**src/rtl/keccak_arbiter_pkg.sv**
```systemverilog
// keccak_arbiter_pkg
//   Shared constants and types for the keccak core arbiter and its helpers.
//   - Stream / length widths of the keccak core configuration interface.
//   - Keccak mode encodings (passed through unchecked by the arbiter).
//   - Arbiter FSM state encoding.
package keccak_arbiter_pkg;

    localparam int DW           = 64;
    localparam int IBYTES_LEN_W = 11;
    localparam int OBYTES_LEN_W = 10;

    typedef enum logic [1:0] {
        SHA3_256 = 2'd0,
        SHA3_512 = 2'd1,
        SHAKE128 = 2'd2,
        SHAKE256 = 2'd3
    } keccak_mode_e;

    typedef enum logic [1:0] {
        IDLE    = 2'd0,
        LOAD    = 2'd1,
        RUN     = 2'd2,
        RELEASE = 2'd3
    } arb_state_e;

endpackage

```
**src/rtl/keccak_arbiter_if.sv**
```systemverilog
// keccak_arbiter_if
//   Bundles the requester-side and core-side streams of the keccak arbiter.
//   modport slave  : arbiter view (takes requests and core results, drives
//                    grants, core config/input and requester results)
//   modport master : environment view (requesters + keccak core)
//   Per-requester fields are packed, requester k occupying slice k.
interface keccak_arbiter_if #(
    parameter int NREQ = 4,
    parameter int DW   = keccak_arbiter_pkg::DW
);
    import keccak_arbiter_pkg::*;

    logic [NREQ-1:0]              i_req;
    logic [2*NREQ-1:0]            i_req_mode;
    logic [IBYTES_LEN_W*NREQ-1:0] i_req_ibytes_len;
    logic [OBYTES_LEN_W*NREQ-1:0] i_req_obytes_len;
    logic [DW*NREQ-1:0]           i_req_ibytes;
    logic [NREQ-1:0]              i_req_ibytes_valid;
    logic [NREQ-1:0]              o_req_ibytes_ready;
    logic [DW-1:0]                o_req_obytes;
    logic [NREQ-1:0]              o_req_obytes_valid;
    logic [NREQ-1:0]              o_req_done;
    logic [NREQ-1:0]              o_gnt;
    logic                         o_busy;
    logic [1:0]                   o_k_mode;
    logic [IBYTES_LEN_W-1:0]      o_k_ibytes_len;
    logic [OBYTES_LEN_W-1:0]      o_k_obytes_len;
    logic [DW-1:0]                o_k_ibytes;
    logic                         o_k_ibytes_valid;
    logic                         i_k_ibytes_ready;
    logic [DW-1:0]                i_k_obytes;
    logic                         i_k_obytes_valid;
    logic                         i_k_obytes_done;

    modport slave (
        input  i_req, i_req_mode, i_req_ibytes_len, i_req_obytes_len,
               i_req_ibytes, i_req_ibytes_valid,
               i_k_ibytes_ready, i_k_obytes, i_k_obytes_valid, i_k_obytes_done,
        output o_req_ibytes_ready, o_req_obytes, o_req_obytes_valid, o_req_done,
               o_gnt, o_busy, o_k_mode, o_k_ibytes_len, o_k_obytes_len,
               o_k_ibytes, o_k_ibytes_valid
    );

    modport master (
        output i_req, i_req_mode, i_req_ibytes_len, i_req_obytes_len,
               i_req_ibytes, i_req_ibytes_valid,
               i_k_ibytes_ready, i_k_obytes, i_k_obytes_valid, i_k_obytes_done,
        input  o_req_ibytes_ready, o_req_obytes, o_req_obytes_valid, o_req_done,
               o_gnt, o_busy, o_k_mode, o_k_ibytes_len, o_k_obytes_len,
               o_k_ibytes, o_k_ibytes_valid
    );

endinterface

```
**src/rtl/keccak_arbiter_rr_pick.sv**
```systemverilog
// keccak_arbiter_rr_pick
//   Combinational round-robin picker.
//   req_i : request vector
//   ptr_i : index of the last served requester; search starts at ptr_i+1
//   gnt_o : one-hot winner (0 when no request)
//   idx_o : binary index of the winner
//   vld_o : at least one request present
module keccak_arbiter_rr_pick #(
    parameter int N  = 4,
    parameter int IW = (N > 1) ? $clog2(N) : 1
) (
    input  logic [N-1:0]  req_i,
    input  logic [IW-1:0] ptr_i,
    output logic [N-1:0]  gnt_o,
    output logic [IW-1:0] idx_o,
    output logic          vld_o
);
    import keccak_arbiter_pkg::*;

    int            c;
    logic [IW-1:0] ci;

    always_comb begin
        gnt_o = '0;
        idx_o = '0;
        vld_o = 1'b0;
        c     = 0;
        ci    = '0;
        // Offset 1..N walks every requester once, ending on ptr itself,
        // so the last-served requester has the lowest priority.
        for (int off = 1; off <= N; off++) begin
            c = int'(ptr_i) + off;
            if (c >= N) begin
                c = c - N;
            end
            ci = IW'(c);
            if (!vld_o && req_i[ci]) begin
                vld_o     = 1'b1;
                gnt_o[ci] = 1'b1;
                idx_o     = ci;
            end
        end
    end

endmodule

```
**src/rtl/keccak_arbiter.sv**
```systemverilog
// keccak_arbiter
//   Shares one keccak core among NREQ requesters. Ownership is granted
//   round-robin; the winner's mode and lengths are latched into the core
//   configuration and frozen until the transaction ends. Streams pass
//   through combinationally while RUN.
//   Ports:
//     i_clk  : clock
//     i_rstn : asynchronous active-low reset (must also reset the core)
//     bus    : keccak_arbiter_if.slave - requester and core streams,
//              grant, busy and core configuration
//
//   state   | meaning
//   --------+-------------------------------------------------------------
//   IDLE    | no owner; pick a requester and latch its config
//   LOAD    | config stable, core input valid held low for one cycle
//   RUN     | streams passed through; core done ends the transaction
//   RELEASE | one idle cycle so the core sees valid low; grant dropped
module keccak_arbiter #(
    parameter int NREQ = 4,
    parameter int DW   = keccak_arbiter_pkg::DW
) (
    input  logic            i_clk,
    input  logic            i_rstn,
    keccak_arbiter_if.slave bus
);
    import keccak_arbiter_pkg::*;

    localparam int IW = (NREQ > 1) ? $clog2(NREQ) : 1;

    arb_state_e              state_q;
    logic [NREQ-1:0]         gnt_q;
    logic [IW-1:0]           gidx_q;
    logic [IW-1:0]           ptr_q;
    logic [1:0]              mode_q;
    logic [IBYTES_LEN_W-1:0] ilen_q;
    logic [OBYTES_LEN_W-1:0] olen_q;

    logic [NREQ-1:0]         pick_gnt;
    logic [IW-1:0]           pick_idx;
    logic                    pick_vld;
    logic [1:0]              pick_mode;
    logic [IBYTES_LEN_W-1:0] pick_ilen;
    logic [OBYTES_LEN_W-1:0] pick_olen;
    logic [DW-1:0]           own_ibytes;
    logic                    run;

    keccak_arbiter_rr_pick #(
        .N  (NREQ),
        .IW (IW)
    ) u_pick (
        .req_i (bus.i_req),
        .ptr_i (ptr_q),
        .gnt_o (pick_gnt),
        .idx_o (pick_idx),
        .vld_o (pick_vld)
    );

    // One-hot muxes: config of the candidate, input word of the owner.
    always_comb begin
        pick_mode  = '0;
        pick_ilen  = '0;
        pick_olen  = '0;
        own_ibytes = '0;
        for (int k = 0; k < NREQ; k++) begin
            if (pick_gnt[k]) begin
                pick_mode = bus.i_req_mode[2*k +: 2];
                pick_ilen = bus.i_req_ibytes_len[IBYTES_LEN_W*k +: IBYTES_LEN_W];
                pick_olen = bus.i_req_obytes_len[OBYTES_LEN_W*k +: OBYTES_LEN_W];
            end
            if (gnt_q[k]) begin
                own_ibytes = bus.i_req_ibytes[DW*k +: DW];
            end
        end
    end

    always_ff @(posedge i_clk or negedge i_rstn) begin
        if (!i_rstn) begin
            state_q <= IDLE;
            gnt_q   <= '0;
            gidx_q  <= '0;
            ptr_q   <= IW'(NREQ - 1);
            mode_q  <= '0;
            ilen_q  <= '0;
            olen_q  <= '0;
        end else begin
            case (state_q)
                IDLE: begin
                    if (pick_vld) begin
                        gnt_q   <= pick_gnt;
                        gidx_q  <= pick_idx;
                        mode_q  <= pick_mode;
                        ilen_q  <= pick_ilen;
                        olen_q  <= pick_olen;
                        state_q <= LOAD;
                    end
                end
                LOAD: begin
                    state_q <= RUN;
                end
                RUN: begin
                    // The owner's request is not looked at here: a started
                    // core transaction always runs to its done pulse.
                    if (bus.i_k_obytes_done) begin
                        ptr_q   <= gidx_q;
                        state_q <= RELEASE;
                    end
                end
                RELEASE: begin
                    gnt_q   <= '0;
                    state_q <= IDLE;
                end
                default: begin
                    state_q <= IDLE;
                end
            endcase
        end
    end

    assign run = (state_q == RUN);

    assign bus.o_gnt          = gnt_q;
    assign bus.o_busy         = (state_q != IDLE);
    assign bus.o_k_mode       = mode_q;
    assign bus.o_k_ibytes_len = ilen_q;
    assign bus.o_k_obytes_len = olen_q;

    assign bus.o_k_ibytes         = run ? own_ibytes : '0;
    assign bus.o_k_ibytes_valid   = run & (|(gnt_q & bus.i_req_ibytes_valid));
    assign bus.o_req_ibytes_ready = run ? (gnt_q & {NREQ{bus.i_k_ibytes_ready}}) : '0;
    assign bus.o_req_obytes       = run ? bus.i_k_obytes : '0;
    assign bus.o_req_obytes_valid = run ? (gnt_q & {NREQ{bus.i_k_obytes_valid}}) : '0;
    assign bus.o_req_done         = run ? (gnt_q & {NREQ{bus.i_k_obytes_done}}) : '0;

endmodule
```
**src/flat_wrapper.sv**
```systemverilog
// flat-port wrapper written by rule: the top's interface ports become plain ports
module keccak_arbiter_flat import keccak_arbiter_pkg::*;
#(
    parameter int NREQ = 4,
    parameter int DW   = keccak_arbiter_pkg::DW
)
  (i_clk, i_rstn, bus_i_req, bus_i_req_mode, bus_i_req_ibytes_len, bus_i_req_obytes_len, bus_i_req_ibytes, bus_i_req_ibytes_valid, bus_i_k_ibytes_ready, bus_i_k_obytes, bus_i_k_obytes_valid, bus_i_k_obytes_done, bus_o_req_ibytes_ready, bus_o_req_obytes, bus_o_req_obytes_valid, bus_o_req_done, bus_o_gnt, bus_o_busy, bus_o_k_mode, bus_o_k_ibytes_len, bus_o_k_obytes_len, bus_o_k_ibytes, bus_o_k_ibytes_valid);
  keccak_arbiter_if #(.NREQ(NREQ), .DW(DW)) bus_i ();
  input  logic i_clk;
  input  logic i_rstn;
  input wire logic [$bits(bus_i.i_req)-1:0] bus_i_req;
  input wire logic [$bits(bus_i.i_req_mode)-1:0] bus_i_req_mode;
  input wire logic [$bits(bus_i.i_req_ibytes_len)-1:0] bus_i_req_ibytes_len;
  input wire logic [$bits(bus_i.i_req_obytes_len)-1:0] bus_i_req_obytes_len;
  input wire logic [$bits(bus_i.i_req_ibytes)-1:0] bus_i_req_ibytes;
  input wire logic [$bits(bus_i.i_req_ibytes_valid)-1:0] bus_i_req_ibytes_valid;
  input wire logic [$bits(bus_i.i_k_ibytes_ready)-1:0] bus_i_k_ibytes_ready;
  input wire logic [$bits(bus_i.i_k_obytes)-1:0] bus_i_k_obytes;
  input wire logic [$bits(bus_i.i_k_obytes_valid)-1:0] bus_i_k_obytes_valid;
  input wire logic [$bits(bus_i.i_k_obytes_done)-1:0] bus_i_k_obytes_done;
  output wire logic [$bits(bus_i.o_req_ibytes_ready)-1:0] bus_o_req_ibytes_ready;
  output wire logic [$bits(bus_i.o_req_obytes)-1:0] bus_o_req_obytes;
  output wire logic [$bits(bus_i.o_req_obytes_valid)-1:0] bus_o_req_obytes_valid;
  output wire logic [$bits(bus_i.o_req_done)-1:0] bus_o_req_done;
  output wire logic [$bits(bus_i.o_gnt)-1:0] bus_o_gnt;
  output wire logic [$bits(bus_i.o_busy)-1:0] bus_o_busy;
  output wire logic [$bits(bus_i.o_k_mode)-1:0] bus_o_k_mode;
  output wire logic [$bits(bus_i.o_k_ibytes_len)-1:0] bus_o_k_ibytes_len;
  output wire logic [$bits(bus_i.o_k_obytes_len)-1:0] bus_o_k_obytes_len;
  output wire logic [$bits(bus_i.o_k_ibytes)-1:0] bus_o_k_ibytes;
  output wire logic [$bits(bus_i.o_k_ibytes_valid)-1:0] bus_o_k_ibytes_valid;
  assign bus_i.i_req = bus_i_req;
  assign bus_i.i_req_mode = bus_i_req_mode;
  assign bus_i.i_req_ibytes_len = bus_i_req_ibytes_len;
  assign bus_i.i_req_obytes_len = bus_i_req_obytes_len;
  assign bus_i.i_req_ibytes = bus_i_req_ibytes;
  assign bus_i.i_req_ibytes_valid = bus_i_req_ibytes_valid;
  assign bus_i.i_k_ibytes_ready = bus_i_k_ibytes_ready;
  assign bus_i.i_k_obytes = bus_i_k_obytes;
  assign bus_i.i_k_obytes_valid = bus_i_k_obytes_valid;
  assign bus_i.i_k_obytes_done = bus_i_k_obytes_done;
  assign bus_o_req_ibytes_ready = bus_i.o_req_ibytes_ready;
  assign bus_o_req_obytes = bus_i.o_req_obytes;
  assign bus_o_req_obytes_valid = bus_i.o_req_obytes_valid;
  assign bus_o_req_done = bus_i.o_req_done;
  assign bus_o_gnt = bus_i.o_gnt;
  assign bus_o_busy = bus_i.o_busy;
  assign bus_o_k_mode = bus_i.o_k_mode;
  assign bus_o_k_ibytes_len = bus_i.o_k_ibytes_len;
  assign bus_o_k_obytes_len = bus_i.o_k_obytes_len;
  assign bus_o_k_ibytes = bus_i.o_k_ibytes;
  assign bus_o_k_ibytes_valid = bus_i.o_k_ibytes_valid;
  keccak_arbiter #(.NREQ(NREQ), .DW(DW)) u_core (.i_clk(i_clk), .i_rstn(i_rstn), .bus(bus_i));
endmodule
```
**config.mk**
```make
export PLATFORM = sky130hd
export DESIGN_NAME = keccak_arbiter_flat
export DESIGN_NICKNAME = d
export VERILOG_FILES = /design/src/rtl/keccak_arbiter_pkg.sv /design/src/rtl/keccak_arbiter_if.sv /design/src/rtl/keccak_arbiter_rr_pick.sv /design/src/rtl/keccak_arbiter.sv /design/src/flat_wrapper.sv
export SDC_FILE = /design/constraint.sdc
export NUM_CORES = 1
export LEC_CHECK = 0
export CAP_MARGIN = 25
export CORE_AREA = 5 5 228 230
export CTS_CLUSTER_DIAMETER = 100
export CTS_CLUSTER_SIZE = 30
export DETAILED_ROUTE_END_ITERATION = 8
export DIE_AREA = 0 0 233 235
export SYNTH_ARGS = -nofsm -noshare
export SYNTH_HDL_FRONTEND = slang
export SYNTH_HIERARCHICAL = 1
export SYNTH_SLANG_ARGS = --single-unit
```
**constraint.sdc**
```tcl
create_clock -name i_clk -period 3.04 [get_ports i_clk]
set_input_delay 0.304 -clock i_clk [delete_from_list [all_inputs] [get_ports i_clk]]
set_output_delay 0.304 -clock i_clk [all_outputs]
set_load 0.005 [all_outputs]
```
==> impl_metrics.csv, run 1 <==
group,metric,value,unit
outcome,status,"finished, violations left",
outcome,violations,"design-rule violations",
clock_network,clockBufferDepth,2,
finish,area_delta_synth_final,143,%
clock_network,htreeDepth,2,
power,combPwrFrac,0.842,
die,die_y,235,µm
logic_synthesis,async_flop_share,1.00,
global_routing,grt_pass1_wl,56.6,mm
finish,stdcell_area,0.0118,mm²
logic_synthesis,yosys_warnings,6,
finish,drive_gt1_frac,0.0894,
die,start_util,0.0974,
logic_synthesis,yosys.area.top_type_share,0.160,
logic_synthesis,synthCells,644,
power,p_sw,3940,µW
hold_path,hp-class,"input pin to asynchronous set/reset pin",
finish,layout_common_cells,"581 x clkdlybuf4s50_1, 84 x nand2_1, 71 x o21ai_0, 66 x and2_1, 66 x o21ai_1",
place,gp_congestion,0.883,
logic_synthesis,syn-num-nets,1081,
die,die-width,233,µm
logic_synthesis,synthTopCellsByArea,"dfrtp_1 16%, a221oi_1 11%, and2_1 8.7%",
detailed_routing,initialDrtViolationCount,369,
power,p_clk_frac,0.057,
place,hpwl,34.0,mm
power,switching_share,0.460,
clock_network,clockRootBuffer,"clkbuf_16",
logic_synthesis,avgSynthCellArea,7.51,µm²
clock_network,cts.sinks,33,
clock_network,postCtsResizedCells,1,
run,maxCapViolations,0,
logic_synthesis,ys_seq_area_frac,0.171,
logic_synthesis,ys_ff_latch,33,
global_routing,use_met3,0.0328,
timing,hold_viol_final,0,
finish,nets,1644,
logic_synthesis,yosysUniqueCellTypes,53,
power,power.density,730,mW/mm²
place,dp.cells,1871,
clock_network,cts_tree,"built",
finish,layout_commonest_cell,"clkdlybuf4s50_1",
timing,rsz0062_at_grt,"no",
place,numPortBuffers,593,
clock_network,cts_hold_repair.buffers,0,
timing,fmax,0.345,GHz
power,peakVddDrop,0.506,mV
detailed_routing,drc,3,
place,dpl_cell_area,0.0116,mm²
die,io-pin-count,594,
global_routing,antenna_found_initial,7,
power,p_int,4640,µW
clock_network,postCtsSetupRepairBufs,0,
critical_path,cp_max_fo,64,
timing,slew_violations,0,
logic_synthesis,syn_area,0.00484,mm²
critical_path,worst_setup_path_end_kind,"primary output",
timing,setup_viol_count_final,0,
detailed_routing,wl_per_cell,21.6,µm
die,fp.coreArea,0.0497,mm²
critical_path,start_kind,"flip-flop",
global_routing,grt_pass1_vias,8105,
clock_network,cts_buffers,5,
clock_network,clkTransAtPathRegs,50,ps
global_routing,grt_util_all_layers,0.135,
detailed_routing,drt_wl_total,40.8,mm
critical_path,crit_type,"flip-flop to primary output",
critical_path,reg2reg_slack,140,ps
global_routing,grtUsageMet1,0.169,
power,power_frac_seq,0.101,
detailed_routing,first_pass_iters,9,
global_routing,busiest_layer,"met2",
timing,worstMarginPinSlew,798,ps
timing,skew,5.07,ps
global_routing,grt_max_degree,80,
die,rows,82,
logic_synthesis,synth_top_area_cell,"dfrtp_1",
finish,layoutNonFillerInstCount,1885,
logic_synthesis,synth_flop_cell,"dfrtp_1",
timing,finalCritPeriodShare,0.954,
logic_synthesis,synth_edf_count,0,
timing,max_slew_margin,0.468,
finish,fillers,5469,
timing,finalSetupTns,0,ps
detailed_routing,vias,7664,
die,dieArea,0.0548,mm²
timing,period_needed,2900,ps
global_routing,met2_usage,0.235,
clock_network,clkLatencyLatePin,280,ps
critical_path,cp.arrival,2600,ps
power,power.leakage,0.00401,µW
detailed_routing,via_per_inst,4.07,
detailed_routing,ant_nets,0,
global_routing,grt_remaining_overflow,0,
critical_path,worst_ep_required_time,2740,ps
through the flow:
stage / util / worst slack (ps) / total power, µW / hold slack (ps)
2_1_floorplan: - / 212 / 4470 / 8.41
3_3_place_gp: 0.233 / 145 / 7970 / 433
3_5_place_dp: 0.233 / 3.89 / 8070 / 452
4_1_cts: 0.236 / 54.9 / 8640 / 152
5_1_grt: 0.237 / 6.33 / 9210 / 192
6_report: 0.237 / 139 / 8580 / 117
final timing paths:
path,from,end,cells after the start
max,u_core/state_q[0],bus_o_k_ibytes[1],7
min,i_rstn,u_core/bus.o_k_ibytes_len[10],1
max reg2reg,u_core/ptr_q[1],u_core/bus.o_k_ibytes_len[2],8
min reg2reg,u_core/gidx_q[1],u_core/gidx_q[1],2
max in group asynchronous,i_rstn,u_core/bus.o_gnt[1],1
min in group i_clk,u_core/gidx_q[1],u_core/gidx_q[1],2
synth_stat cells, drive strengths merged, types with 2 or more instances:
master / count
a211oi: 23
a21boi: 3
a21oi: 6
a221o: 4
a221oi: 66
a222oi: 21
a22o: 8
a22oi: 2
a31oi: 2
and2: 67
and3: 12
buf: 44
clkbuf: 30
dfrtp: 31
dfstp: 2
ha: 12
inv: 10
mux2: 3
mux2i: 3
nand2: 85
nand3: 2
nor2: 30
nor2b: 6
nor3b: 22
o21ai: 137
power by group through the flow:
| stage | combinational (µW) | clock, µW | sequential (µW) |
|---|---|---|---|
| detailed placement | 7200 | 0 | 867 |
| floorplan | 3630 | 0 | 840 |
| global route | 7780 | 531 | 896 |
| CTS | 7260 | 509 | 870 |
| global placement | 7090 | 0 | 876 |
| finish | 7230 | 488 | 869 |
area by class of cell:
| cell class | count | area (µm²) | share of cell area |
|---|---|---|---|
| timing repair buffer | 630 | 6360 | 0.541 |
| multi-input combinational | 527 | 3530 | 0.300 |
| tap | 672 | 841 | 0.0715 |
| sequential | 33 | 836 | 0.0711 |
| clock buffer | 6 | 129 | 0.0110 |
| inverter | 10 | 38.8 | 0.00330 |
| antenna | 5 | 12.5 | 0.00106 |
| clock inverter | 2 | 10.0 | 0.000851 |
worst max-delay path, stage by stage, from the launching register on:
cell	delay, ps
dfrtp_1	390
inv_1	120
ha_2	240
nor2b_4	180
buf_12	220
o21ai_0	160
o21ai_1	300
clkdlybuf4s50_1	620
kinds of logic (layout without fill, tap and decap cells):
family / count (synthesis) / count (layout) / share of synthesized area
AOI/OAI and AO/OA: 277 / 277 / 0.422
adders and majority gates: 12 / 12 / 0.0310
buffers and inverters: 84 / 648 / 0.104
DFF: 33 / 33 / 0.171
muxes: 7 / 7 / 0.0204
other: 0 / 5 / 0
and+or+nand+nor: 231 / 231 / 0.251
sequential cells by signal, summed over array words and instances (netlist names):
register / flops
u_core/bus.o_k_ibytes_len: 11
u_core/bus.o_gnt: 4
u_core/gidx_q: 2
u_core/bus.o_k_obytes_len: 10
u_core/state_q: 2
u_core/bus.o_k_mode: 2
u_core/ptr_q: 2
metal layers:
metal  routed length (µm)  vias up
li1                     -     3569
met1                16900     3655
met2                19800      413
met3                 3410       27
met4                  710        0
met5                    0        -
Power figures use the tool's default switching activity.
==> run 2: changes to the inputs <==
- SLEW_MARGIN: not set -> 10
==> impl_metrics.csv, run 2 (synthesis gave the netlist of run 1 again) <==
group,metric,value,unit
die,fp.coreArea,0.0497,mm²
timing,rsz0062_at_grt,"no",
finish,nets,1644,
timing,slew_violations,0,
place,dp.cells,1871,
die,start_util,0.0974,
power,peakVddDrop,0.440,mV
global_routing,grt_util_all_layers,0.135,
clock_network,cts_buffers,5,
critical_path,cp_max_fo,64,
power,power.density,728,mW/mm²
timing,hold_ws,118,ps
critical_path,crit_slowest_cell,"clkdlybuf4s50_1",
detailed_routing,ant_nets,0,
detailed_routing,initialDrtViolationCount,397,
critical_path,rr_startpoint,"u_core/ptr_q[1]",
critical_path,max_stage_delay,620,ps
die,io-pin-count,594,
detailed_routing,vias,7598,
finish,layout_common_cells,"581 x clkdlybuf4s50_1, 84 x nand2_1, 71 x o21ai_0, 66 x and2_1, 66 x o21ai_1",
global_routing,grt_pass1_wl,56.6,mm
finish,fin_util,0.237,
critical_path,path_cells,"inv_1 -> ha_2 -> nor2b_4 -> buf_12 -> o21ai_0 -> o21ai_1 -> clkdlybuf4s50_1",
global_routing,antenna_found_initial,7,
finish,area_delta_synth_final,143,%
detailed_routing,drt_wl_total,40.7,mm
finish,layoutNonFillerInstCount,1885,
critical_path,start_kind,"flip-flop",
clock_network,clockRootBuffer,"clkbuf_16",
die,die_y,235,µm
clock_network,clkLatencyLatePin,280,ps
timing,skew,4.73,ps
timing,max_slew_margin,0.467,
critical_path,crit_type,"flip-flop to primary output",
detailed_routing,wl_met2,19.7,mm
timing,finalCritPeriodShare,0.952,
timing,finalSetupTns,0,ps
critical_path,cp.arrival,2590,ps
finish,drive_gt1_frac,0.0894,
critical_path,worstSetupStartpoint,"u_core/state_q[0]",
outcome,status,"finished clean",
detailed_routing,first_pass_iters,8,
timing,worstMarginPinSlew,800,ps
critical_path,worst_ep_required_time,2740,ps
detailed_routing,routed-wl-met3,3.40,mm
timing,period_needed,2890,ps
timing,setup_viol_count_final,0,
critical_path,worst_setup_path_end_kind,"primary output",
critical_path,reg2reg_slack,150,ps
detailed_routing,met1_length,16.8,mm
place,gp_congestion,0.883,
finish,fillers,5472,
clock_network,cts_tree,"built",
global_routing,grt_remaining_overflow,0,
critical_path,path_buf_inv,3,
detailed_routing,via_per_inst,4.03,
power,p_total,8550,µW
finish,largest_register_ffs,11,
clock_network,htreeDepth,2,
global_routing,grt_pass1_vias,8105,
detailed_routing,wl_per_cell,21.6,µm
place,numPortBuffers,593,
timing,fmax,0.346,GHz
detailed_routing,drc,0,
run,maxCapViolations,0,
die,die-width,233,µm
clock_network,cts.sinks,33,
hold_path,hp-class,"input pin to asynchronous set/reset pin",
detailed_routing,top_layer,"met4",
power,power.leakage,0.00400,µW
clock_network,cts_hold_repair.buffers,0,
critical_path,cp_top_family,"buffers and inverters",
die,dieArea,0.0548,mm²
timing,hold_viol_final,0,
global_routing,grt_max_degree,80,
place,hpwl,34.0,mm
clock_network,clkTransAtPathRegs,50,ps
finish,layout_commonest_cell,"clkdlybuf4s50_1",
clock_network,clockBufferDepth,2,
die,rows,82,
run 2: power by group:
group	switching (µW)	internal (µW)	leakage [µW]
sequential	176	691	0.000385
clock	186	301	0.0000706
combinational	3570	3630	0.00355
run 2: final cells by class:
cell class | count | area [µm²] | share of cell area
Antenna cell | 5 | 12.5 | 0.00107
Multi-Input combinational cell | 527 | 3530 | 0.301
Sequential cell | 33 | 836 | 0.0712
Timing Repair Buffer | 630 | 6350 | 0.540
Clock buffer | 6 | 129 | 0.0110
Tap cell | 672 | 841 | 0.0716
Inverter | 10 | 38.8 | 0.00330
Clock inverter | 2 | 10.0 | 0.000852
run 2: worst paths after layout:
path,end,cells after the start
min reg2reg,u_core/gidx_q[1],2
min in group i_clk,u_core/gidx_q[1],2
min,u_core/bus.o_k_ibytes_len[10],1
max,bus_o_k_ibytes[1],7
max in group asynchronous,u_core/bus.o_gnt[1],1
max reg2reg,u_core/bus.o_k_ibytes_len[2],8
run 2: per-stage QoR:
stage               cell area (µm²)  worst slack, ps
floorplan                      4840              212
global placement              11600              145
detailed placement            11600             3.89
CTS                           11700             54.9
global route                  11700             6.33
finish                        11700              147
run 2: what timing repair did:
action,4_1_cts,5_1_grt
gates resized for setup,1,5
setup endpoints to repair,1,19
setup buffers,0,0
run 2: per-layer routing:
metal / global-route usage / vias to the layer above
met5: 0 / -
met4: 0.0324 / 0
met3: 0.0328 / 31
met2: 0.235 / 381
met1: 0.169 / 3619
li1: - / 3567
